--- src/rtl/mem_loader_pkg.sv ---
// Shared types and defaults for the UART frame loader.
// State encoding, error codes and default framing constants.
package mem_loader_pkg;

    typedef enum logic [2:0] {
        S_IDLE,
        S_CNT,
        S_ADDR,
        S_DHI,
        S_DLO,
        S_CRC,
        S_COMMIT
    } state_t;

    localparam logic [1:0] ERR_NONE = 2'b00;
    localparam logic [1:0] ERR_CNT  = 2'b01;
    localparam logic [1:0] ERR_CRC  = 2'b10;
    localparam logic [1:0] ERR_TMO  = 2'b11;

    localparam logic [7:0] DEF_SYNC_BYTE = 8'hA5;
    localparam logic [7:0] DEF_CRC_POLY  = 8'h07;

endpackage

--- src/rtl/crc8_step.sv ---
// One-byte CRC-8 update, MSB first, no reflection.
// Purely combinational; caller owns the running register.
module crc8_step (
    input  logic [7:0] crc_in,
    input  logic [7:0] data,
    input  logic [7:0] poly,
    output logic [7:0] crc_out
);

    logic [7:0] c;

    always_comb begin
        c = crc_in ^ data;
        for (int k = 0; k < 8; k++) begin
            if (c[7]) c = {c[6:0], 1'b0} ^ poly;
            else      c = {c[6:0], 1'b0};
        end
        crc_out = c;
    end

endmodule

--- src/rtl/uart_mem_loader.sv ---
// Parses CRC-protected UART frames into a local buffer, then
// stalls the CPU and bursts the words into data memory.
module uart_mem_loader
    import mem_loader_pkg::*;
#(
    parameter logic [7:0] SYNC_BYTE   = DEF_SYNC_BYTE,
    parameter logic [7:0] CRC_POLY    = DEF_CRC_POLY,
    parameter int         TIMEOUT_CYC = 1000
) (
    input  logic        clk,
    input  logic        reset,
    input  logic [7:0]  rx_data,
    input  logic        rx_valid,
    input  logic        cpu_we,
    input  logic [3:0]  cpu_addr,
    input  logic [15:0] cpu_wdata,
    output logic        mem_we,
    output logic [3:0]  mem_addr,
    output logic [15:0] mem_wdata,
    output logic        cpu_stall,
    output logic        load_done,
    output logic        load_err,
    output logic [1:0]  err_code
);

    localparam int TW = $clog2(TIMEOUT_CYC + 1);
    localparam logic [TW-1:0] TMO_LAST = TW'(TIMEOUT_CYC - 1);

    state_t      state;
    state_t      state_n;
    logic [7:0]  crc;
    logic [7:0]  crc_nxt;
    logic [4:0]  cnt;
    logic [4:0]  cnt_m1;
    logic [3:0]  last_idx;
    logic [3:0]  base;
    logic [3:0]  idx;
    logic [7:0]  hi;
    logic [TW-1:0] timer;
    logic [15:0] buffer [16];

    logic        in_frame;
    logic        tmo;
    logic        err_set;
    logic [1:0]  err_val;
    logic        done_set;
    logic        sync_hit;

    crc8_step u_crc (
        .crc_in  (crc),
        .data    (rx_data),
        .poly    (CRC_POLY),
        .crc_out (crc_nxt)
    );

    assign cnt_m1   = cnt - 5'd1;
    assign last_idx = cnt_m1[3:0];
    assign sync_hit = rx_valid && (rx_data == SYNC_BYTE);

    always_ff @(posedge clk) begin
        if (!reset) state <= S_IDLE;
        else        state <= state_n;
    end

    always_comb begin
        state_n  = state;
        err_set  = 1'b0;
        err_val  = ERR_NONE;
        done_set = 1'b0;
        in_frame = (state != S_IDLE) && (state != S_COMMIT);
        tmo      = in_frame && !rx_valid && (timer == TMO_LAST);
        unique case (state)
            S_IDLE: begin
                if (sync_hit) state_n = S_CNT;
            end
            S_CNT: begin
                if (rx_valid) begin
                    if (rx_data == 8'd0 || rx_data > 8'd16) begin
                        state_n = S_IDLE;
                        err_set = 1'b1;
                        err_val = ERR_CNT;
                    end else begin
                        state_n = S_ADDR;
                    end
                end
            end
            S_ADDR: begin
                if (rx_valid) begin
                    if (rx_data[7:4] != 4'd0) begin
                        state_n = S_IDLE;
                        err_set = 1'b1;
                        err_val = ERR_CNT;
                    end else begin
                        state_n = S_DHI;
                    end
                end
            end
            S_DHI: begin
                if (rx_valid) state_n = S_DLO;
            end
            S_DLO: begin
                if (rx_valid) begin
                    if (idx == last_idx) state_n = S_CRC;
                    else                 state_n = S_DHI;
                end
            end
            S_CRC: begin
                if (rx_valid) begin
                    if (rx_data == crc) begin
                        state_n = S_COMMIT;
                    end else begin
                        state_n = S_IDLE;
                        err_set = 1'b1;
                        err_val = ERR_CRC;
                    end
                end
            end
            S_COMMIT: begin
                if (idx == last_idx) begin
                    state_n  = S_IDLE;
                    done_set = 1'b1;
                end
            end
            default: state_n = S_IDLE;
        endcase
        if (tmo) begin
            state_n = S_IDLE;
            err_set = 1'b1;
            err_val = ERR_TMO;
        end
    end

    always_ff @(posedge clk) begin
        if (!reset) begin
            crc       <= 8'd0;
            cnt       <= 5'd0;
            base      <= 4'd0;
            idx       <= 4'd0;
            hi        <= 8'd0;
            timer     <= '0;
            load_done <= 1'b0;
            load_err  <= 1'b0;
            err_code  <= ERR_NONE;
        end else begin
            load_done <= done_set;
            load_err  <= err_set;
            if (err_set)       err_code <= err_val;
            else if (done_set) err_code <= ERR_NONE;

            // Idle gap measured only while a frame is open
            if (rx_valid || !in_frame || err_set) timer <= '0;
            else                                  timer <= timer + 1'b1;

            unique case (state)
                S_IDLE: begin
                    if (sync_hit) begin
                        crc <= 8'd0;
                        idx <= 4'd0;
                    end
                end
                S_CNT: begin
                    if (rx_valid) begin
                        cnt <= rx_data[4:0];
                        crc <= crc_nxt;
                    end
                end
                S_ADDR: begin
                    if (rx_valid) begin
                        base <= rx_data[3:0];
                        crc  <= crc_nxt;
                    end
                end
                S_DHI: begin
                    if (rx_valid) begin
                        hi  <= rx_data;
                        crc <= crc_nxt;
                    end
                end
                S_DLO: begin
                    if (rx_valid) begin
                        crc <= crc_nxt;
                        if (idx == last_idx) idx <= 4'd0;
                        else                 idx <= idx + 4'd1;
                    end
                end
                S_COMMIT: idx <= idx + 4'd1;
                default: ;
            endcase
        end
    end

    always_ff @(posedge clk) begin
        if (state == S_DLO && rx_valid) buffer[idx] <= {hi, rx_data};
    end

    // Loader owns the memory port only while committing
    always_comb begin
        if (state == S_COMMIT) begin
            mem_we    = 1'b1;
            mem_addr  = base + idx;
            mem_wdata = buffer[idx];
            cpu_stall = 1'b1;
        end else begin
            mem_we    = cpu_we;
            mem_addr  = cpu_addr;
            mem_wdata = cpu_wdata;
            cpu_stall = 1'b0;
        end
    end

endmodule

--- config.mk ---
export PLATFORM = sky130hd
export DESIGN_NAME = uart_mem_loader
export DESIGN_NICKNAME = d
export VERILOG_FILES = /design/src/rtl/mem_loader_pkg.sv /design/src/rtl/crc8_step.sv /design/src/rtl/uart_mem_loader.sv
export SDC_FILE = /design/constraint.sdc
export NUM_CORES = 1
export LEC_CHECK = 0
export CAP_MARGIN = 20
export CORE_UTILIZATION = 30
export CTS_CLUSTER_SIZE = 8
export DETAILED_ROUTE_END_ITERATION = 16
export GPL_TIMING_DRIVEN = 0
export SLEW_MARGIN = 40
export SYNTH_ARGS = -nofsm -noshare
export SYNTH_HDL_FRONTEND = slang
export SYNTH_HIERARCHICAL = 1
export SYNTH_SLANG_ARGS = --single-unit
--- constraint.sdc ---
create_clock -name clk -period 4 [get_ports clk]
set_input_delay 0.8 -clock clk [delete_from_list [all_inputs] [get_ports clk]]
set_output_delay 0.8 -clock clk [all_outputs]
set_load 0.1 [all_outputs]
==> results of run 1 <==
[routing by layer]
layer	share of wire (%)	global-route usage, %
met5	0	0
met4	1.5	3.47
met3	6.1	2.69
met2	47	23.8
met1	46	20.9
[logic make-up after synthesis]
logic type                 share of synthesized area [%]
and+or+nand+nor                                     10.1
AOI/OAI and AO/OA                                   4.80
DFF                                                 61.5
other                                             0.0533
buffers and inverters                               2.39
muxes                                               14.1
xor gates and xnor gates                            6.03
adders and majority gates                          0.941
[registers in the layout, indices dropped and copies added, names as in the netlist, named ones only]
| signal | flops |
|---|---|
| err_code | 2 |
| load_err | 1 |
| hi | 8 |
| crc | 8 |
| state | 3 |
| buffer | 256 |
| load_done | 1 |
| cnt | 4 |
| idx | 4 |
| timer | 10 |
| base | 4 |
[final timing paths]
check,startpoint,endpoint,slack (ns),cells past startpoint
max,rx_data[4],crc[6]$_SDFFE_PN0P_,0.25,12
min,timer[0]$_SDFF_PP0_,timer[0]$_SDFF_PP0_,0.44,1
max reg2reg,crc[6]$_SDFFE_PN0P_,crc[1]$_SDFFE_PN0P_,0.92,13
min reg2reg,timer[0]$_SDFF_PP0_,timer[0]$_SDFF_PP0_,0.44,1
[metrics by stage]
stage                     setup TNS, ns  hold WS (ns)  setup slack, ns  util [%]
after floorplan                       0         0.413           0.0178         -
after global placement          -101.94         0.425            -1.16      33.3
after detailed placement         -0.684         0.436           -0.285      33.8
after CTS                             0         0.448           0.0946      36.6
after global routing                  0         0.460          0.00235      36.6
final                                 0         0.439            0.254      36.6
[cell usage after synthesis, types with 4 or more instances]
library cell  count  area (sq um)
nor3_1           15          75.1
edfxtp_1        256          7690
clkbuf_1         13          48.8
nor2_1           47           176
buf_2            19          95.1
dfxtp_1          49           981
o21ai_0          12          60.1
nand3b_1          5          37.5
and3b_1           5          43.8
mux4_2           62          1400
mux4_1           18           473
nor3b_1           7          52.6
mux2i_1          12           120
o211ai_1          7          52.6
and3_1            5          31.3
nand2_1         150           563
nand3_1          16          80.1
buf_6             8          90.1
ha_1              9           113
a21oi_1           9          45.0
a21boi_0         20           150
a311o_1           4          40.0
xor2_1           30           263
inv_1            10          37.5
or3_1             4          25.0
and2_1            4          25.0
nand4_1           5          31.3
nand2b_1          6          37.5
nor4_1            6          37.5
xnor2_1          35           307
xnor3_1           6           135
nand4b_1          4          35.0
o211a_1           4          40.0
[critical path: stages]
cell,delay [ns]
clkdlybuf4s50_1,1.01
xnor2_1,0.23
xnor2_1,0.45
a21oi_1,0.20
nor2_1,0.44
nand2_1,0.13
xnor2_1,0.20
xnor2_1,0.14
xnor3_1,0.25
xnor2_1,0.17
nand2_1,0.08
mux2i_1,0.13
[final cells by class]
class / count / area [sq um] / share of cell area, %
Multi-Input combinational cell: 580 / 5240 / 30.8
Sequential cell: 305 / 8670 / 50.9
Inverter: 13 / 52.6 / 0.309
Timing Repair Buffer: 81 / 723 / 4.25
Buffer: 48 / 289 / 1.70
Clock buffer: 75 / 1240 / 7.28
Tap cell: 607 / 759 / 4.46
Clock inverter: 4 / 51.3 / 0.301
[power by group through the flow]
stage | Sequential (W) | Combinational [W] | Clock, W
CTS | 0.00342 | 0.000755 | 0.00351
global placement | 0.00348 | 0.000762 | 0
detailed placement | 0.00348 | 0.000752 | 0
finish | 0.00342 | 0.000775 | 0.00346
floorplan | 0.00348 | 0.000595 | 0
global route | 0.00342 | 0.000843 | 0.00364
==> run summary, run 1 <==
Initial core utilization - 30.3%
Final routed wire length divided by cell count - 20.4 um
Sequential fraction of design power - 44.7%
Number of setup violations in the final report - 0
Top Ports - 58
Tightest slew margin relative to the limit - 44.8%
Layout Cells excl Fill - 1713
Number of enable-type register cells in the synthesized netlist - 256
Share of final-layout standard cells stronger than drive strength 1 - 21.4%
Worst-skew pair later-pin latency - 0.55 ns
Number of buffers added for setup after CTS - 0
# placed instances - 1634
Number of clock sinks - 305
Count of TritonRoute iterations in the first routing pass - 5
Internal power of the cells - 0.00585 W
Antenna violations before repair - 1
Cell area after placement - 15700 sq um
Number of max-cap violations - 0
Post-CTS resize count - 0
Inserted Clock Buffers - 44
Width of the die - 219 um
Pin count of the biggest net entering global routing - 24
Maximum clock frequency - 267 MHz
Core ar. - 46500 sq um
Half-perimeter wire length of the detailed placement result - 23.5 mm
Count of nets after finishing - 1115
Residual antenna-violating net count after detailed routing - 0
Mean area per synthesized cell - 15.0 sq um
Run status - completed
Final Hold Fails - 0
Final number of max-transition violations - 0
Post-layout minimum cycle time - 3.75 ns
Global-route wire length before repair - 52.9 mm
Unrepaired setup endpoints after global routing - no
Quantity of hold-fixing buffers added after cts - 0
Peak supply drop - 339 uV
Most common cell after layout, fill and taps aside - edfxtp_1
Slew at the pin closest to its max-slew limit - 0.825 ns
Routed wire length - 35.0 mm
Largest fanout on the critical path - 18
Detailed Route Iter0 Violations - 703
Via count of the first global-routing pass - 8602
Final-layout fill cell count - 4370
FFs w/ async S/R, synth - 0%
Pleak - 5.68 nW
Number of unique standard cell types used by synthesis - 80
Ys flop type - edfxtp_1
Clock tree from TritonCTS - built
CP Data Required Time - 4.48 ns
Count of input and output buffers - 57
Comb pwr share - 10.1%
CTS H-tree lvls - 2
Post-route total power - 0.00765 W
Via count - 8541
Startpoint class of the critical path - primary input
Number of remaining DRC errors - 0
Fraction of power spent switching nets - 23.5%
Clock network power share - 45.1%
Count of mapped cells out of synthesis - 937
Type of the worst setup path - primary input to register
Max Buffers Root-to-Sink - 3
Area added between synthesis and finish - 20.8%
Cell at the root of the clock tree - clkbuf_16
Share of the yosys chip area belonging to registers - 61.5%
Tcrit/Tclk final - 93.7%
Top library cells by usage in the layout, fill and taps aside - edfxtp_1 (256), nand2_1 (150), mux4_2 (62)
Antenna Diode Count - 0
Psw - 0.00180 W
Post-synthesis register bit count - 305
GPL Wtd Cong - 0.799
CTS clk-pin slew, worst paths - 0.05 ns
CP Data Arrival Time - 4.22 ns
Crit path capture type - register
Total global routing track utilization - 14.9%
Remaining global-route overflow - 0
Number of rows created at floorplan - 79
Area of the die - 47800 sq um
Area of the mapped netlist - 14100 sq um
Chip Height - 219 um
Type of the worst min-delay path - register to register
Total of warnings raised by yosys - 6
Final worst clock skew - 0.0144 ns
Final Cell Area - 17000 sq um
Post-detailed-route via-to-cell ratio - 4.99
Power per cell area - 450 nW/um^2
Note: power is estimated with default switching activity, not from simulation.
==> inputs of run 2 (changes only) <==
--- a/config.mk
+++ b/config.mk
@@ -9,6 +9,7 @@
 export CORE_UTILIZATION = 30
 export CTS_CLUSTER_SIZE = 8
 export DETAILED_ROUTE_END_ITERATION = 16
+export GPL_ROUTABILITY_DRIVEN = 0
 export GPL_TIMING_DRIVEN = 0
 export SLEW_MARGIN = 40
 export SYNTH_ARGS = -nofsm -noshare
==> run summary, run 2 (synthesis results as in run 1) <==
Run status - completed
Inserted Clock Buffers - 44
Antenna violations before repair - 0
Post-layout minimum cycle time - 3.83 ns
Max stage delay on crit path - 0.62 ns
Routed wire length - 34.8 mm
Antenna Diode Count - 0
Cell breakdown of the critical path - buf_2 -> buf_1 -> nand2_2 -> clkinv_1 -> buf_6 -> nand2_1 -> nand2_1 -> buf_2
Share of the core filled with cells - 36.6%
Post-CTS resize count - 0
Post-route total power - 0.00773 W
Number of setup violations in the final report - 0
Max Buffers Root-to-Sink - 3
Initial core utilization - 30.3%
Type of the worst min-delay path - register to register
CP Data Required Time - 3.20 ns
Type of the worst setup path - register to primary output
Final worst clock skew - 0.0250 ns
Number of clock sinks - 305
Residual antenna-violating net count after detailed routing - 0
Quantity of hold-fixing buffers added after cts - 0
CTS H-tree lvls - 2
CTS clk-pin slew, worst paths - 0.06 ns
Crit path capture type - primary output
Area of the die - 47800 sq um
Width of the die - 219 um
Remaining global-route overflow - 0
Final Cell Area - 17000 sq um
Number of buffers added for setup after CTS - 0
Area added between synthesis and finish - 20.8%
CP Data Arrival Time - 3.03 ns
Half-perimeter wire length of the detailed placement result - 23.5 mm
Count of nets after finishing - 1115
Final-layout fill cell count - 4401
Tightest slew margin relative to the limit - 49.0%
Detailed Route Iter0 Violations - 640
Number of rows created at floorplan - 79
Core ar. - 46500 sq um
Most common cell after layout, fill and taps aside - edfxtp_1
Depth of the worst register-to-register path - 13
Registers with the most flip-flops - buffer (256), timer (10)
Final number of max-transition violations - 0
Total global routing track utilization - 14.6%
Cell area after placement - 15700 sq um
Cell at the root of the clock tree - clkbuf_16
Share of final-layout standard cells stronger than drive strength 1 - 21.3%
Number of remaining DRC errors - 0
Largest register FFs - 256
Largest fanout on the critical path - 10
Chip Height - 219 um
Largest register by flop count - buffer
Via count of the first global-routing pass - 8360
Slew at the pin closest to its max-slew limit - 0.762 ns
Maximum clock frequency - 261 MHz
Power per cell area - 454 nW/um^2
Final routed wire length divided by cell count - 20.3 um
Post-detailed-route via-to-cell ratio - 4.94
Clock tree from TritonCTS - built
Critical Path Slowest Stage Cell - clkinv_1
Peak supply drop - 342 uV
Final Hold Fails - 0
Global-route wire length before repair - 51.9 mm
Hold depth - 1
Pleak - 5.69 nW
Via count - 8463
Startpoint class of the critical path - register
Unrepaired setup endpoints after global routing - no
Tcrit/Tclk final - 95.7%
Top Ports - 58
Count of TritonRoute iterations in the first routing pass - 5
Number of max-cap violations - 0
Top library cells by usage in the layout, fill and taps aside - edfxtp_1 (256), nand2_1 (150), mux4_2 (62)
Worst-skew pair later-pin latency - 0.55 ns
Count of input and output buffers - 57
Pin count of the biggest net entering global routing - 24
run 2: power by group:
| part | leakage, nW | total, W | internal (W) | switching (W) |
|---|---|---|---|---|
| Combinational | 2.33 | 0.000771 | 0.000332 | 0.000439 |
| Sequential | 2.73 | 0.00342 | 0.00342 | 0.000000112 |
| Clock | 0.631 | 0.00354 | 0.00218 | 0.00135 |
| Total | 5.69 | 0.00773 | 0.00594 | 0.00179 |
run 2: through the flow:
step	hold WS [ns]	setup slack, ns	setup TNS [ns]	cells
after global routing	0.465	0.0203	0	1714
after CTS	0.437	0.0869	0	1714
after detailed placement	0.430	-0.264	-0.479	1634
after floorplan	0.413	0.0178	0	946
final	0.435	0.173	0	1714
after global placement	0.424	-1.04	-91.47	1610
run 2: cell type report:
cell class,count,area (sq um),share of cell area (%)
buffer,48,289,1.70
clock buffer,77,1260,7.38
clock inverter,3,76.3,0.448
inverter,13,48.8,0.287
multi-input combinational,580,5230,30.7
sequential,305,8670,50.9
tap,607,759,4.46
timing repair buffer,81,691,4.06
run 2: per-layer routing:
metal,part of all wire (%),vias to the layer above,GRT usage (%)
li1,-,3878,-
met1,46,4258,21.1
met2,46,292,22.9
met3,6.6,35,2.53
met4,1.2,0,3.03
met5,0,-,0
run 2: final timing paths:
path                          from             endpoint  slack [ns]
min            timer[0]$_SDFF_PP0_  timer[0]$_SDFF_PP0_        0.44
min reg2reg    timer[0]$_SDFF_PP0_  timer[0]$_SDFF_PP0_        0.44
max reg2reg    crc[6]$_SDFFE_PN0P_  crc[1]$_SDFFE_PN0P_        0.85
max          state[1]$_SDFFE_PP0P_        mem_wdata[12]        0.17
run 2: critical path, delay by kind of cell (launching register included):
| family | cells | cell delay, ns |
|---|---|---|
| buffers and inverters | 5 | 1.69 |
| DFF | 1 | 0.29 |
| and+or+nand+nor | 3 | 0.48 |
==> inputs of run 3 (changes only) <==
--- a/config.mk
+++ b/config.mk
@@ -5,7 +5,6 @@
 export SDC_FILE = /design/constraint.sdc
 export NUM_CORES = 1
 export LEC_CHECK = 0
-export CAP_MARGIN = 20
 export CORE_UTILIZATION = 30
 export CTS_CLUSTER_SIZE = 8
 export DETAILED_ROUTE_END_ITERATION = 16
==> constraint.sdc (replaced) <==
create_clock -name clk -period 4.3 [get_ports clk]
set_input_delay 0.86 -clock clk [delete_from_list [all_inputs] [get_ports clk]]
set_output_delay 0.86 -clock clk [all_outputs]
set_load 0.1 [all_outputs]
==> run summary, run 3 (synthesis results as in run 1) <==
Global-route wire length before repair - 52.2 mm
Internal power of the cells - 0.00547 W
Psw - 0.00163 W
Share of final-layout standard cells stronger than drive strength 1 - 21.5%
Depth of the worst register-to-register path - 13
Critical Path Slowest Stage Cell - nor2b_1
Area of the die - 47800 sq um
Crit path buffers/inverters - 3
Run status - completed
Tightest slew margin relative to the limit - 48.2%
Count of TritonRoute iterations in the first routing pass - 5
Via count of the first global-routing pass - 8364
Remaining global-route overflow - 0
Antenna Diode Count - 0
Number of buffers added for setup after CTS - 0
Type of the worst min-delay path - register to register
CP Data Arrival Time - 3.08 ns
End point of the critical path - mem_addr[2]
Met1 GRT Util - 21.0%
Setup slack, reg-to-reg - 1.22 ns
Max stage delay on crit path - 0.50 ns
Cell at the root of the clock tree - clkbuf_16
Top library cells by usage in the layout, fill and taps aside - edfxtp_1 (256), nand2_1 (150), mux4_2 (62)
Type of the worst setup path - register to primary output
GRT Max-Usage Layer - met2
Final number of max-transition violations - 0
Worst-skew pair later-pin latency - 0.55 ns
Half-perimeter wire length of the detailed placement result - 23.4 mm
Number of max-cap violations - 0
Total global routing track utilization - 14.8%
Largest register by flop count - buffer
Maximum clock frequency - 254 MHz
Met2 Track Usage GR - 22.6%
Post-layout minimum cycle time - 3.94 ns
Final-layout fill cell count - 4370
Quantity of hold-fixing buffers added after cts - 0
Final routed wire length divided by cell count - 20.3 um
Slew at the pin closest to its max-slew limit - 0.775 ns
Cell class contributing the biggest share of worst-path delay - simple AND/OR/NAND/NOR gates
Power per cell area - 419 nW/um^2
Number of clock sinks - 305
Number of remaining DRC errors - 0
Peak supply drop - 246 uV
Detailed Route Iter0 Violations - 651
CP Data Required Time - 3.44 ns
CTS clk-pin slew, worst paths - 0.05 ns
Smallest hold slack - 0.435 ns
Routed wire length - 34.7 mm
Clock tree from TritonCTS - built
Clock network power share - 45.0%
Crit path capture type - primary output
Inserted Clock Buffers - 44
Cell area after placement - 15700 sq um
Final Hold Fails - 0
Most frequent CP cell - buf_2
Core ar. - 46500 sq um
Met3 global-route usage - 2.48%
Tcrit/Tclk final - 91.7%
Via count - 8458
Final Cell Area - 17000 sq um
Initial core utilization - 30.3%
Pleak - 5.67 nW
Reg-to-reg startpoint - crc[7]$_SDFFE_PN0P_
Count of nets after finishing - 1115
Cell breakdown of the critical path - buf_2 -> nor2b_1 -> nand2_2 -> clkbuf_2 -> nand2_1 -> o21ai_0 -> buf_2
Residual antenna-violating net count after detailed routing - 0
Sequential fraction of design power - 44.8%
Antenna violations before repair - 0
Slack of the critical path - 0.355 ns
Instance count on the critical path - 7
Share of the core filled with cells - 36.5%
Number of setup violations in the final report - 0
Top Ports - 58
Number of rows created at floorplan - 79
Post-detailed-route via-to-cell ratio - 4.96
Unrepaired setup endpoints after global routing - no
Area added between synthesis and finish - 20.3%
Count of input and output buffers - 57
Pin count of the biggest net entering global routing - 24
Most common cell after layout, fill and taps aside - edfxtp_1
Post-route total power - 0.00710 W
Final worst clock skew - 0.0182 ns
Post-CTS resize count - 0
Largest fanout on the critical path - 10
Startpoint class of the critical path - register
Largest register FFs - 256
End of the worst register-to-register path - crc[3]$_SDFFE_PN0P_
DP Worst Slack - -0.0217 ns
Comb pwr share - 10.2%
Registers with the most flip-flops - buffer (256), timer (10)
Chip Height - 219 um
Max Buffers Root-to-Sink - 3
CTS H-tree lvls - 2
Width of the die - 219 um
Fraction of power spent switching nets - 23.0%
CP startpoint - state[2]$_SDFFE_PP0P_
run 3: cell count changes in the layout (fill, tap and decap cells not counted), sizes merged:
cell    previous run  this run
inv               10        12
clkinv             5         3
bufinv             1         0
clkbuf            91        83
run 3: layer usage:
metal	vias to the layer above	wire, um
met5	-	0
met4	0	990
met3	59	1990
met2	273	15700
met1	4258	16000
li1	3868	-
run 3: stage by stage:
stage / setup TNS, ns / std cells
2_1_floorplan: 0 / 946
3_3_place_gp: -59.59 / 1610
3_5_place_dp: -0.0217 / 1634
4_1_cts: 0 / 1705
5_1_grt: 0 / 1705
6_report: 0 / 1705
run 3: layout make-up:
type	count	area (sq um)	area share [%]
sequential	305	8670	51.1
multi-input combinational	580	5230	30.9
clock buffer	69	1250	7.36
tap	607	759	4.48
timing repair buffer	81	668	3.94
buffer	48	289	1.70
inverter	13	48.8	0.288
clock inverter	2	40.0	0.236
run 3: worst min path at each step:
stage	start	to	cells past startpoint
after CTS	timer[0]$_SDFF_PP0_	timer[0]$_SDFF_PP0_	1
final	timer[0]$_SDFF_PP0_	timer[0]$_SDFF_PP0_	1
after global routing	timer[0]$_SDFF_PP0_	timer[0]$_SDFF_PP0_	1
after global placement	timer[0]$_SDFF_PP0_	timer[0]$_SDFF_PP0_	1
after floorplan	timer[0]$_SDFF_PP0_	timer[0]$_SDFF_PP0_	1
after detailed placement	timer[0]$_SDFF_PP0_	timer[0]$_SDFF_PP0_	1
run 3: power groups by stage:
stage / combinational [W] / sequential, W / clock (W)
6_report: 0.000722 / 0.00318 / 0.00320
3_3_place_gp: 0.000710 / 0.00324 / 0
4_1_cts: 0.000703 / 0.00318 / 0.00327
2_1_floorplan: 0.000554 / 0.00324 / 0
5_1_grt: 0.000782 / 0.00318 / 0.00339
3_5_place_dp: 0.000701 / 0.00324 / 0
